## src/rtl/fwd_hazard_unit.sv

```systemverilog
// fwd_hazard_unit: EX-stage operand forwarding select, load-use stall and stall counter
module fwd_hazard_unit #(
    parameter int ADDR_W = 5,
    parameter int NPORT = 2,
    parameter int DEPTH = 2,
    parameter int LAT_W = 2,
    localparam int SEL_W = $clog2(DEPTH + 1)
) (
    input  logic                    clk_i,
    input  logic                    rst_i,
    input  logic                    flush_i,
    input  logic                    ex_valid_i,
    input  logic                    ex_regwrite_i,
    input  logic [ADDR_W-1:0]       ex_rd_i,
    input  logic [LAT_W-1:0]        ex_lat_i,
    input  logic [NPORT*ADDR_W-1:0] ex_rs_i,
    output logic [NPORT*SEL_W-1:0]  fwd_sel_o,
    output logic                    stall_o,
    output logic [15:0]             stall_cnt_o
);
    // index k holds stage k+1, so index 0 is EX/MEM
    logic              entValid [DEPTH];
    logic [ADDR_W-1:0] entRd    [DEPTH];
    logic [LAT_W-1:0]  entRem   [DEPTH];
    logic [NPORT-1:0]  hazVec;
    logic [LAT_W-1:0]  latClamp;
    // clamping keeps every producer ready before it leaves the last tracked stage
    assign latClamp = (32'(ex_lat_i) > DEPTH - 1) ? LAT_W'(DEPTH - 1) : ex_lat_i;
    assign stall_o = ex_valid_i && |hazVec;
    genvar p;
    generate
        for (p = 0; p < NPORT; p++) begin : g_port
            logic [ADDR_W-1:0] rs;
            logic [SEL_W-1:0]  sel;
            logic              haz;
            assign rs = ex_rs_i[p*ADDR_W +: ADDR_W];
            // scan oldest to youngest so the youngest match overwrites the result
            always_comb begin
                sel = '0;
                haz = 1'b0;
                for (int k = DEPTH - 1; k >= 0; k--) begin
                    if (entValid[k] && entRd[k] == rs && rs != '0) begin
                        sel = SEL_W'(k + 1);
                        haz = entRem[k] != '0;
                    end
                end
            end
            assign fwd_sel_o[p*SEL_W +: SEL_W] = haz ? '0 : sel;
            assign hazVec[p] = haz;
        end
    endgenerate
    // shift the producer pipeline, aging latency as entries move down
    always_ff @(posedge clk_i or posedge rst_i) begin
        if (rst_i) begin
            for (int k = 0; k < DEPTH; k++) begin
                entValid[k] <= 1'b0;
                entRd[k] <= '0;
                entRem[k] <= '0;
            end
        end else begin
            for (int k = DEPTH - 1; k > 0; k--) begin
                entValid[k] <= !flush_i && entValid[k-1];
                entRd[k] <= entRd[k-1];
                entRem[k] <= entRem[k-1] != '0 ? entRem[k-1] - 1'b1 : '0;
            end
            entValid[0] <= !flush_i && ex_valid_i && !stall_o && ex_regwrite_i && ex_rd_i != '0;
            entRd[0] <= ex_rd_i;
            entRem[0] <= latClamp;
        end
    end
    // saturating stall-cycle counter; flushed stall cycles are not counted
    always_ff @(posedge clk_i or posedge rst_i) begin
        if (rst_i) stall_cnt_o <= '0;
        else if (stall_o && !flush_i && stall_cnt_o != 16'hFFFF) stall_cnt_o <= stall_cnt_o + 16'd1;
    end
endmodule

```

## config.mk

```make
export PLATFORM = sky130hd
export DESIGN_NAME = fwd_hazard_unit
export DESIGN_NICKNAME = d
export VERILOG_FILES = /design/src/rtl/fwd_hazard_unit.sv
export SDC_FILE = /design/constraint.sdc
export NUM_CORES = 1
export LEC_CHECK = 0
export ABC_AREA = 1
export BUFFER_PORTS_ARGS = -buffer_cell sky130_fd_sc_hd__clkbuf_2
export CAP_MARGIN = 0
export CELL_PAD_IN_SITES_DETAIL_PLACEMENT = 0
export CELL_PAD_IN_SITES_GLOBAL_PLACEMENT = 1
export CORE_UTILIZATION = 38
export CTS_CLUSTER_DIAMETER = 120
export DETAILED_ROUTE_END_ITERATION = 8
export GPL_TIMING_DRIVEN = 0
export MAX_ROUTING_LAYER = met4
export PLACE_DENSITY_LB_ADDON = 0.08
export SLEW_MARGIN = 10
export SYNTH_ARGS = -nofsm -noshare
export SYNTH_HDL_FRONTEND = slang
export SYNTH_SLANG_ARGS = --single-unit
```

## constraint.sdc

```tcl
create_clock -name clk_i -period 2.2 [get_ports clk_i]
set_input_delay 0.22 -clock clk_i [delete_from_list [all_inputs] [get_ports clk_i]]
set_output_delay 0.22 -clock clk_i [all_outputs]
set_load 0.1 [all_outputs]
```

# == Word-level counts from Yosys, hierarchy flattened ==
# Cells that the tools add are included.
# op_classes
addsub,2
n_lt_le_gt_ge,1
eq_ne,5
mux,12
n_reduce_logical,24
# ops
op,n
$eq 5x5->1,4
$add 16x1->16 const B,1
$logic_and 1x1->1,16
$mux 2,8
$ne 16x16->1 const B,1
$reduce_bool 5->1,3
$mux 1,4
$reduce_bool 2->1,2
$gt 2x1->1 const B,1
$logic_not 1->1,2
$reduce_or 2->1,1
$sub 2x1->2 const B,1
# word_totals
reg_bits,32

# == Depth between registers and ports, before layout ==
# Gate-level depths: netlist of the first run.
# depth
ltp_word,11
mapped_depth,15
depth_no_buf,14

# == Least setup slack after synthesis of the first run ==
# OpenSTA, ideal clock, no wires.
# synth_path
kind,register to output
from,register entRd[8] in the netlist's numbering
to,output port stall_o
t_arrival_ps,3104
required_time_ps,1980
slack_ps,-1124
stages_incl_launch_ff,8
n_path_buf,0
path_cell_list,dfrtp_1 a21oi_1 nand3_1 nor2_1 nand2_1 nand2_1 nand2_2 a21boi_0
# synth_between
elab_chain_len,6
elab_cells_between_ends,10
cone_classes,eq/ne: 2; mux: 2; reduce/logical: 6
# synth_lines
element,line_no,source
start: declaration,23,logic [ADDR_W-1:0] entRd [DEPTH];
start signal: indexed assignment,63,entRd[k] <= entRd[k-1];
$eq 5x5->1,42,if (entValid[k] && entRd[k] == rs && rs != '0) begin
$logic_and 1x1->1 (2 in a row),42,
$mux 1,42,
$reduce_or 2->1 (*),29,assign stall_o = ex_valid_i && |hazVec;
$logic_and 1x1->1 (*),29,
end: declaration,18,"output logic stall_o,"
# Every way passes the cells marked *; elsewhere a longest branch is shown, timed or not.

# == Worst setup path in the final report of the first run ==
# layout_path
from,register entRd[3] in the netlist's numbering
to,output port fwd_sel_o[1]
# layout_between
elab_chain_len,6
elab_cells_between_ends,8
cone_classes,eq/ne: 1; mux: 5; reduce/logical: 2
# layout_lines
element,line_no,source
$eq 5x5->1 (*),42,
$logic_and 1x1->1 (*) (2 in a row),42,
$mux 2 / $mux 1 (equally long branches) (2 in a row),42,
$mux 2 (*),48,assign fwd_sel_o[p*SEL_W +: SEL_W] = haz ? '0 : sel;
end: declaration,17,"output logic [NPORT*SEL_W-1:0] fwd_sel_o,"
# Marked as above.

==> results of run 1 <==
## where the power goes
part	total [W]	leakage [nW]	internal, W	switching [W]
combinational	0.000155	0.800	0.0000457	0.000109
sequential	0.000626	0.399	0.000609	0.0000174
clock	0.000494	0.0515	0.000285	0.000209
## layout make-up
type | count | area [um2] | area share
Buffer | 1 | 11.3 | 0.00496
Clock buffer | 8 | 100 | 0.0441
Inverter | 42 | 158 | 0.0695
Multi-Input combinational cell | 188 | 898 | 0.396
Sequential cell | 32 | 806 | 0.355
Tap cell | 67 | 83.8 | 0.0369
Timing Repair Buffer | 42 | 213 | 0.0937
## cells in the final DEF (no fill, tap or decap), drive strengths merged
master,n
nand2,103
or2,2
conb,1
clkbuf,49
dfrtp,32
ha,1
o21ai,1
a21oi,4
nor2,26
a211oi,1
a21boi,1
nand4,6
o211ai,2
inv,42
nand3,19
xnor2,7
xor2,7
nor3b,1
buf,2
nor3,5
nor4,1
## through the flow
| stage | power, W | setup WS [ps] | cells | setup TNS [ps] |
|---|---|---|---|---|
| after floorplan | 0.000743 | -381 | 263 | -381 |
| after global placement | 0.000795 | 263 | 372 | 0 |
| after detailed placement | 0.000796 | 304 | 372 | 0 |
| after CTS | 0.00130 | 117 | 380 | 0 |
| after global routing | 0.00134 | 24.0 | 380 | 0 |
| final | 0.00128 | 196 | 380 | 0 |
## worst paths after layout
check / startpoint / endpoint / slack [ps]
max: entRd[3] / fwd_sel_o[1] / 200
min: rst_i / entRem[2] / 10
max reg2reg: stall_cnt_o[0] / stall_cnt_o[2] / 290
min reg2reg: entRd[8] / entRd[3] / 430
max in group asynchronous: rst_i / stall_cnt_o[2] / 1710
min in group clk_i: ex_rd_i[1] / entRd[6] / 60
## worst max-delay path: cells and delay by family, from the launching register on
| kind | cells | cell delay, ps |
|---|---|---|
| buf+inv | 3 | 590 |
| flops | 1 | 370 |
| simple gates | 6 | 530 |
## state kept, by name (all words and copies together), names as in the netlist
name	cells
entValid	2
entRem	4
entRd	10
stall_cnt_o	16
## metal layers
layer | share of wire | GRT usage | routed length [um] | up-vias
met4 | 0.017 | 0.0741 | 68 | 0
met3 | 0.032 | 0.0431 | 130 | 7
met5 | 0 | - | 0 | -
li1 | - | - | - | 903
met2 | 0.50 | 0.300 | 2020 | 30
met1 | 0.45 | 0.195 | 1790 | 741
## cells by family (layout without fill, tap and decap cells)
group	Yosys count	count (layout)	synth area share
buffers and inverters	43	93	0.0908
adders and majority gates	1	1	0.00672
xor gates and xnor gates	14	14	0.0659
AOI/OAI and AO/OA	9	9	0.0296
other	1	1	0.00202
DFF	32	32	0.430
and+or+nand+nor	163	163	0.375
## timing repair
action	CTS	global route
pin swaps	0	0
setup endpoints to repair	1	1
buffers inserted	0	0
gates resized for setup	1	1
==> out/results.ini, run 1 <==
[yosys]
yosysUniqueCellTypes=26
synthTopCellsByCount=100 x nand2_1, 40 x inv_1, 32 x dfrtp_1
synth_top_area_cell=dfrtp_1
synth-main-ff-cell=dfrtp_1
async_flop_share=1.00
synth_nets=286
synth_edf_count=0
synth_area_um2=1860
yosysTopAreaCellShare=0.430
ys_top_cells_by_area=dfrtp_1 43%, nand2_1 20%, inv_1 8.1%, nand3_1 4.8%, nor2_1 4.8%
netlist_instances=263
ys_warn_count=0
yosysSeqAreaShare=0.430
syn_avg_cell_area_um2=7.07
synth.most_common_cell=nand2_1
ys_ff_latch=32

[finish]
drive_gt1_frac=0.217
antenna_cells=0
area_growth_pct=22.0
n_fill_cell=498
fin_nets=335
utilization=0.481
design_area_um2=2270

[timing]
finalCriticalPeriod_ps=2000
timing.fmax_ghz=0.499
rsz0062_at_grt=false
setup_viol=0
finalMaxSlewViolations=0
hold_viol=0
maxSlewHeadroom=0.558
skew_ps=4.55
timing.hold.ws_ps=12.2
period_share=0.911
tightestPinTransition_ps=662

[pwr]
peakVddDrop_mv=0.288
powerDensity_nw_per_um2=562
p_leak_nw=1.25

[die]
start_util=0.394
design.core.area_um2=4720
num_io_pins=43
floorplan.rows=25
dieArea_um2=5180
fp.dieW_um=72.0
fp.dieH_um=72.0

[route]
ant_nets=0
dr.pass1.iters=4
viasPerCell=4.42
totalWireLength_mm=4.01
wl_per_cell_um=10.6
drt_iter0_drc=42
via_count=1681
drc_errors=0

[global_routing]
overflow=0
grtUsageTotal=0.175
grt_pass1_vias=1576
grt_max_degree=33
grt_pass1_wl_mm=6.65
antenna_found_initial=0

[worst_setup_path]
slowest_delay_ps=480
ff2ff_path_depth=10
crit_slowest_cell=clkbuf_2
worstSetupEndpointType=primary output
cp-start-kind=register
cp_cell_sequence=inv_1 -> nand2_1 -> nand2_1 -> inv_1 -> nand2_1 -> nor2_1 -> nand2_1 -> nor3b_2 -> clkbuf_2
arrival_ps=1780
path_common_cell=nand2_1
required_ps=1980
critPathKind=register to primary output
crit_fanout=3

[run_status]
outcome=finished, final reports clean

[placed_design]
gp_congestion=0.830
postPlaceCellArea_um2=2170
post-dp-hpwl_mm=3.17
portBuffers=42

[clock_network]
cts_hold_buf=0
cts_tree=yes
clkTransAtPathRegs_ps=60
clkLatencyLatePin_ps=280
root_buffer=clkbuf_8
htreeDepth=2
cts_buffers=5
max-clock-path-buffers=2
cts.sinks=32

[job]
drv_cap=0

[min_path]
hold_path_class=input pin to async pin

No activity file was read; power rests on OpenSTA's default activity.
==> run 2: changes to the inputs <==
- clock period: 2.2 -> 1.85 ns (I/O delays scaled with it)
==> out/results.ini, run 2 (same netlist as run 1, synthesis figures left out) <==
[worst_setup_path]
crit_fanout=3
ff2ff_path_depth=10
cp-start-kind=register
r2r_start=stall_cnt_o[0]
path_common_cell=nand2_2
slowest_delay_ps=410
arrival_ps=1700
cp_cell_sequence=xnor2_1 -> nand2_2 -> nor2_4 -> nand3_2 -> nand2_1 -> nand2_2 -> a21boi_2 -> buf_12
required_ps=1660
worstSetupEndpointType=primary output
critPathKind=register to primary output
r2r_slack_ps=160
r2r-end=stall_cnt_o[2]
crit_slowest_cell=dfrtp_1

[clock_network]
cts_tree=yes
cts.sinks=32
htreeDepth=2
clkTransAtPathRegs_ps=70
root_buffer=clkbuf_8
clkLatencyLatePin_ps=280
max-clock-path-buffers=2
cts_buffers=5
cts_hold_buf=0

[global_routing]
met2_usage=0.310
overflow=0
antenna_found_initial=0
grt_max_degree=33
met1_usage=0.221
grtUsageTotal=0.185
grt_pass1_vias=1614
grt_pass1_wl_mm=7.06
grt_util_met3=0.0375
top_usage_layer=met2

[finish]
largest_register_ffs=16
final_cells=381
area_growth_pct=30.4
layout_common_cells=98 x nand2_1, 38 x inv_1, 37 x clkbuf_2
reg.largest.list=stall_cnt_o x16, entRd x10, entRem x4
largest_register=stall_cnt_o
final_common_cell=nand2_1
drive_gt1_frac=0.309
antenna_cells=0
fin_nets=336

[timing]
timing.hold.ws_ps=-5.93
tightestPinTransition_ps=693
setup_viol=1
fin_ws_ps=-32.7
hold_viol=20
timing.fmax_ghz=0.531
period_share=1.02
rsz0062_at_grt=true
finalCriticalPeriod_ps=1880
tns_ps=-32.7
skew_ps=6.45
finalMaxSlewViolations=0
maxSlewHeadroom=0.537

[pwr]
p_leak_nw=1.25
comb_power_share=0.128
p_int_w=0.00112
power.net_switching_w=0.000415
p_seq_frac=0.487
peakVddDrop_mv=0.318
swShare=0.269
clkPwrFrac=0.385
finalPower_w=0.00154
powerDensity_nw_per_um2=635

[route]
viasPerCell=4.38
totalWireLength_mm=4.10
wl_per_cell_um=10.8
via_count=1669
dr.pass1.iters=4
drt_iter0_drc=64
drc_errors=0
ant_nets=0

[min_path]
hold_path_class=input pin to async pin

[die]
dieArea_um2=5180
fp.dieH_um=72.0
start_util=0.394
design.core.area_um2=4720
floorplan.rows=25
fp.dieW_um=72.0
num_io_pins=43

[placed_design]
portBuffers=42
dp_cells=372
post-dp-hpwl_mm=3.24
pre_cts_ws_ps=22.5
gp_congestion=0.782

[job]
drv_cap=0

[run_status]
outcome=complete, but fails checks
violations=hold timing, setup timing

run 2: per-layer routing:
metal	up-vias	wire length, um
met2	29	2080
met4	0	53
met5	-	0
met3	5	126
met1	727	1840
li1	908	-
run 2: how the worst max path moves through the flow:
stage                     slack (ps)     start       to
after CTS                       -100  entRd[7]  stall_o
after global placement            30  entRd[8]  stall_o
after global routing            -140  entRd[7]  stall_o
after floorplan                 -160  entRd[8]  stall_o
after detailed placement          20  entRd[8]  stall_o
final                            -30  entRd[2]  stall_o
run 2: per-stage QoR:
stage	util	instance area, um2	hold WS (ps)
finish	0.514	2430	-5.93
global route	0.514	2430	14.4
CTS	0.496	2340	12.4
detailed placement	0.469	2220	314
global placement	0.469	2220	309
floorplan	-	1920	216
run 2: worst max-delay path, delay by kind of cell (launching register included):
kind                      cells  cell delay, ps
buffers and inverters         1             200
AOI/OAI and AO/OA             1             200
DFF                           1             410
and+or+nand+nor               5             440
xor gates and xnor gates      1             170
run 2: what timing repair did:
| action | 4_1_cts | 5_1_grt |
|---|---|---|
| pin swaps | 1 | 6 |
| setup endpoints to repair | 5 | 16 |
| setup buffers | 0 | 1 |
| resized for setup | 7 | 24 |
run 2: power by group through the flow:
stage | Sequential, W | Combinational (W) | Clock, W
CTS | 0.000750 | 0.000192 | 0.000614
global placement | 0.000763 | 0.000190 | 0
floorplan | 0.000803 | 0.0000890 | 0
detailed placement | 0.000763 | 0.000191 | 0
global route | 0.000754 | 0.000222 | 0.000642
finish | 0.000750 | 0.000197 | 0.000592
run 2: final cells by class:
class                      count  area [um2]
tap                           67        83.8
clock buffer                   8         100
buffer                         1        11.3
sequential                    32         826
multi-input combinational    188         985
timing repair buffer          43         263
inverter                      42         158
fill                         485        2300
==> run 3: changes to the inputs <==
- ABC_AREA: 1 -> default
- CORE_UTILIZATION: 38 -> 40
==> out/results.ini, run 3 <==
[yosys]
yosysTopAreaCellShare=0.506
synthTopCellsByCount=32 x dfrtp_1, 17 x xnor2_1, 17 x xor2_1
synth_top_area_cell=dfrtp_1
synth_area_um2=1580
synth_edf_count=0
syn_avg_cell_area_um2=11.5
synth-main-ff-cell=dfrtp_1
netlist_instances=138
synth.most_common_cell=dfrtp_1
synth-simple-area-share=0.239
synth_top_family_by_area=simple AND/OR/NAND/NOR gates
synth_nets=161
ys_ff_latch=32
async_flop_share=1.00
ys_top_cells_by_area=dfrtp_1 51%, xnor2_1 9.4%, xor2_1 9.4%, nor3b_1 2.8%, nand2_1 2.4%
yosysSeqAreaShare=0.506
synth_fa_ha_area_frac=0.00791
ys_warn_count=0
synth_compound_area_frac=0.0277
synthXorXnorAreaFrac=0.198
yosysUniqueCellTypes=31
synth_mux_area_frac=0.00949

[placed_design]
portBuffers=42
gp_congestion=0.749
postPlaceCellArea_um2=1960
post-dp-hpwl_mm=2.33

[min_path]
hold_path_class=input pin to async pin

[timing]
maxSlewHeadroom=0.568
hold_viol=32
fin_ws_ps=-383
rsz0062_at_grt=true
period_share=1.21
setup_viol=21
timing.hold.ws_ps=-24.7
finalMaxSlewViolations=0
timing.fmax_ghz=0.448
finalCriticalPeriod_ps=2230
skew_ps=2.02
tns_ps=-5700
tightestPinTransition_ps=647

[global_routing]
grt_pass1_wl_mm=5.33
antenna_found_initial=0
grt_pass1_vias=1171
grtUsageTotal=0.176
overflow=0
grt_max_degree=33

[worst_setup_path]
crit_fanout=3
r2r_start=entRd[0]
cp-start-kind=register
crit_slowest_cell=dfrtp_2
cp_cell_sequence=xnor2_2 -> nand4_1 -> o2111a_1 -> o22ai_2 -> nand2_1 -> and2_4 -> clkbuf_16
required_ps=1660
arrival_ps=2050
crit_path_start=entRd[5]
crit_family=simple AND/OR/NAND/NOR gates
worstSetupEndpointType=primary output
slowest_delay_ps=450
path_buf_inv=1
critPathKind=register to primary output

[die]
num_io_pins=43
floorplan.rows=22
start_util=0.426
fp.dieH_um=64.9
fp.dieW_um=64.9
design.core.area_um2=3720
dieArea_um2=4210

[finish]
final_common_cell=clkbuf_2
fin_nets=216
utilization=0.625
design_area_um2=2320
largest_register=stall_cnt_o
area_growth_pct=46.8
reg.largest.list=stall_cnt_o x16, entRd x10, entRem x4
antenna_cells=0
largest_register_ffs=16
layout_common_cells=37 x clkbuf_2, 18 x dfrtp_1, 17 x xor2_1
drive_gt1_frac=0.531

[route]
totalWireLength_mm=3.35
viasPerCell=5.02
drt_iter0_drc=23
via_count=1214
dr.pass1.iters=4
drc_errors=0
wl_met1_mm=1.36
ant_nets=0
wl_met2_mm=1.82
highest_layer=met4
wl_per_cell_um=13.8
met3_wirelength_um=120

[run_status]
violations=hold timing, setup timing
outcome=complete, but fails checks

[clock_network]
clkLatencyLatePin_ps=280
cts_hold_buf=0
cts_buffers=5
max-clock-path-buffers=2
cts.sinks=32
htreeDepth=2
clkTransAtPathRegs_ps=60
cts_tree=yes
root_buffer=clkbuf_8

[pwr]
peakVddDrop_mv=0.345
p_leak_nw=1.13
powerDensity_nw_per_um2=627
finalPower_w=0.00146

[job]
drv_cap=0

## run 3: changes by cell type in the layout (fill, tap and decap cells not counted), moves of 4 or more
cell and delta:
nand2_1 -88, inv_1 -38, nand3_1 -12, nor2_1 -10
xor2_1 +10, nor2_2 -7, xnor2_1 +7, clkbuf_16 +6
a21oi_1 -4, nand2_2 -4, nand3_2 -4, xnor2_2 +4
## run 3: kinds of logic (layout without fill, tap and decap cells)
family                   after synthesis  after routing
AND/OR/NAND/NOR                       61             61
XOR/XNOR                              35             35
flip-flops                            32             32
AO/OA/AOI/OAI                          5              5
buffers and inverters                  2             58
adder cells (fa/ha/maj)                1              1
other                                  1              1
multiplexers                           1              1
## run 3: routing by layer
layer	track usage	vias up
li1	-	580
met1	0.203	598
met2	0.294	30
met3	0.0423	6
met4	0.0667	0
met5	-	-
## run 3: power by group
part | internal, W | switching [W]
combinational | 0.0000670 | 0.0000926
clock | 0.000296 | 0.000248
sequential | 0.000723 | 0.0000303
## run 3: repair_timing
| item | in CTS | in global routing |
|---|---|---|
| buffers inserted | 2 | 3 |
| setup endpoints to repair | 21 | 22 |
| resized for setup | 25 | 12 |
| cloned | 0 | 1 |
| pin swaps | 15 | 17 |
| hold endpoints to repair | 0 | 0 |
## run 3: per-stage QoR
stage / cells / setup WS [ps]
finish: 242 / -383
global route: 242 / -476
global placement: 228 / -435
floorplan: 138 / -328
detailed placement: 228 / -453
CTS: 238 / -348
## run 3: worst paths after layout
| path | slack (ps) | cells after the start | end |
|---|---|---|---|
| worst max-delay path | -380 | 7 | stall_o |
| worst min-delay path | -20 | 2 | stall_cnt_o[1] |
| worst max register to register | -360 | 7 | stall_cnt_o[1] |
| worst min register to register | 450 | 0 | entRd[2] |
| max in group asynchronous | 1400 | 2 | stall_cnt_o[0] |
| min in group clk_i | 20 | 1 | entRd[5] |
## run 3: layout make-up
cell class / instances / area (um2)
fillers: 303 / 1390
multi-input cells: 104 / 947
flip-flops and latches: 32 / 823
repair buffers: 48 / 377
clock buffers: 6 / 82.6
well taps: 48 / 60.1
plain buffers: 1 / 20.0
clock inverters: 2 / 10.0
inverters: 1 / 3.75
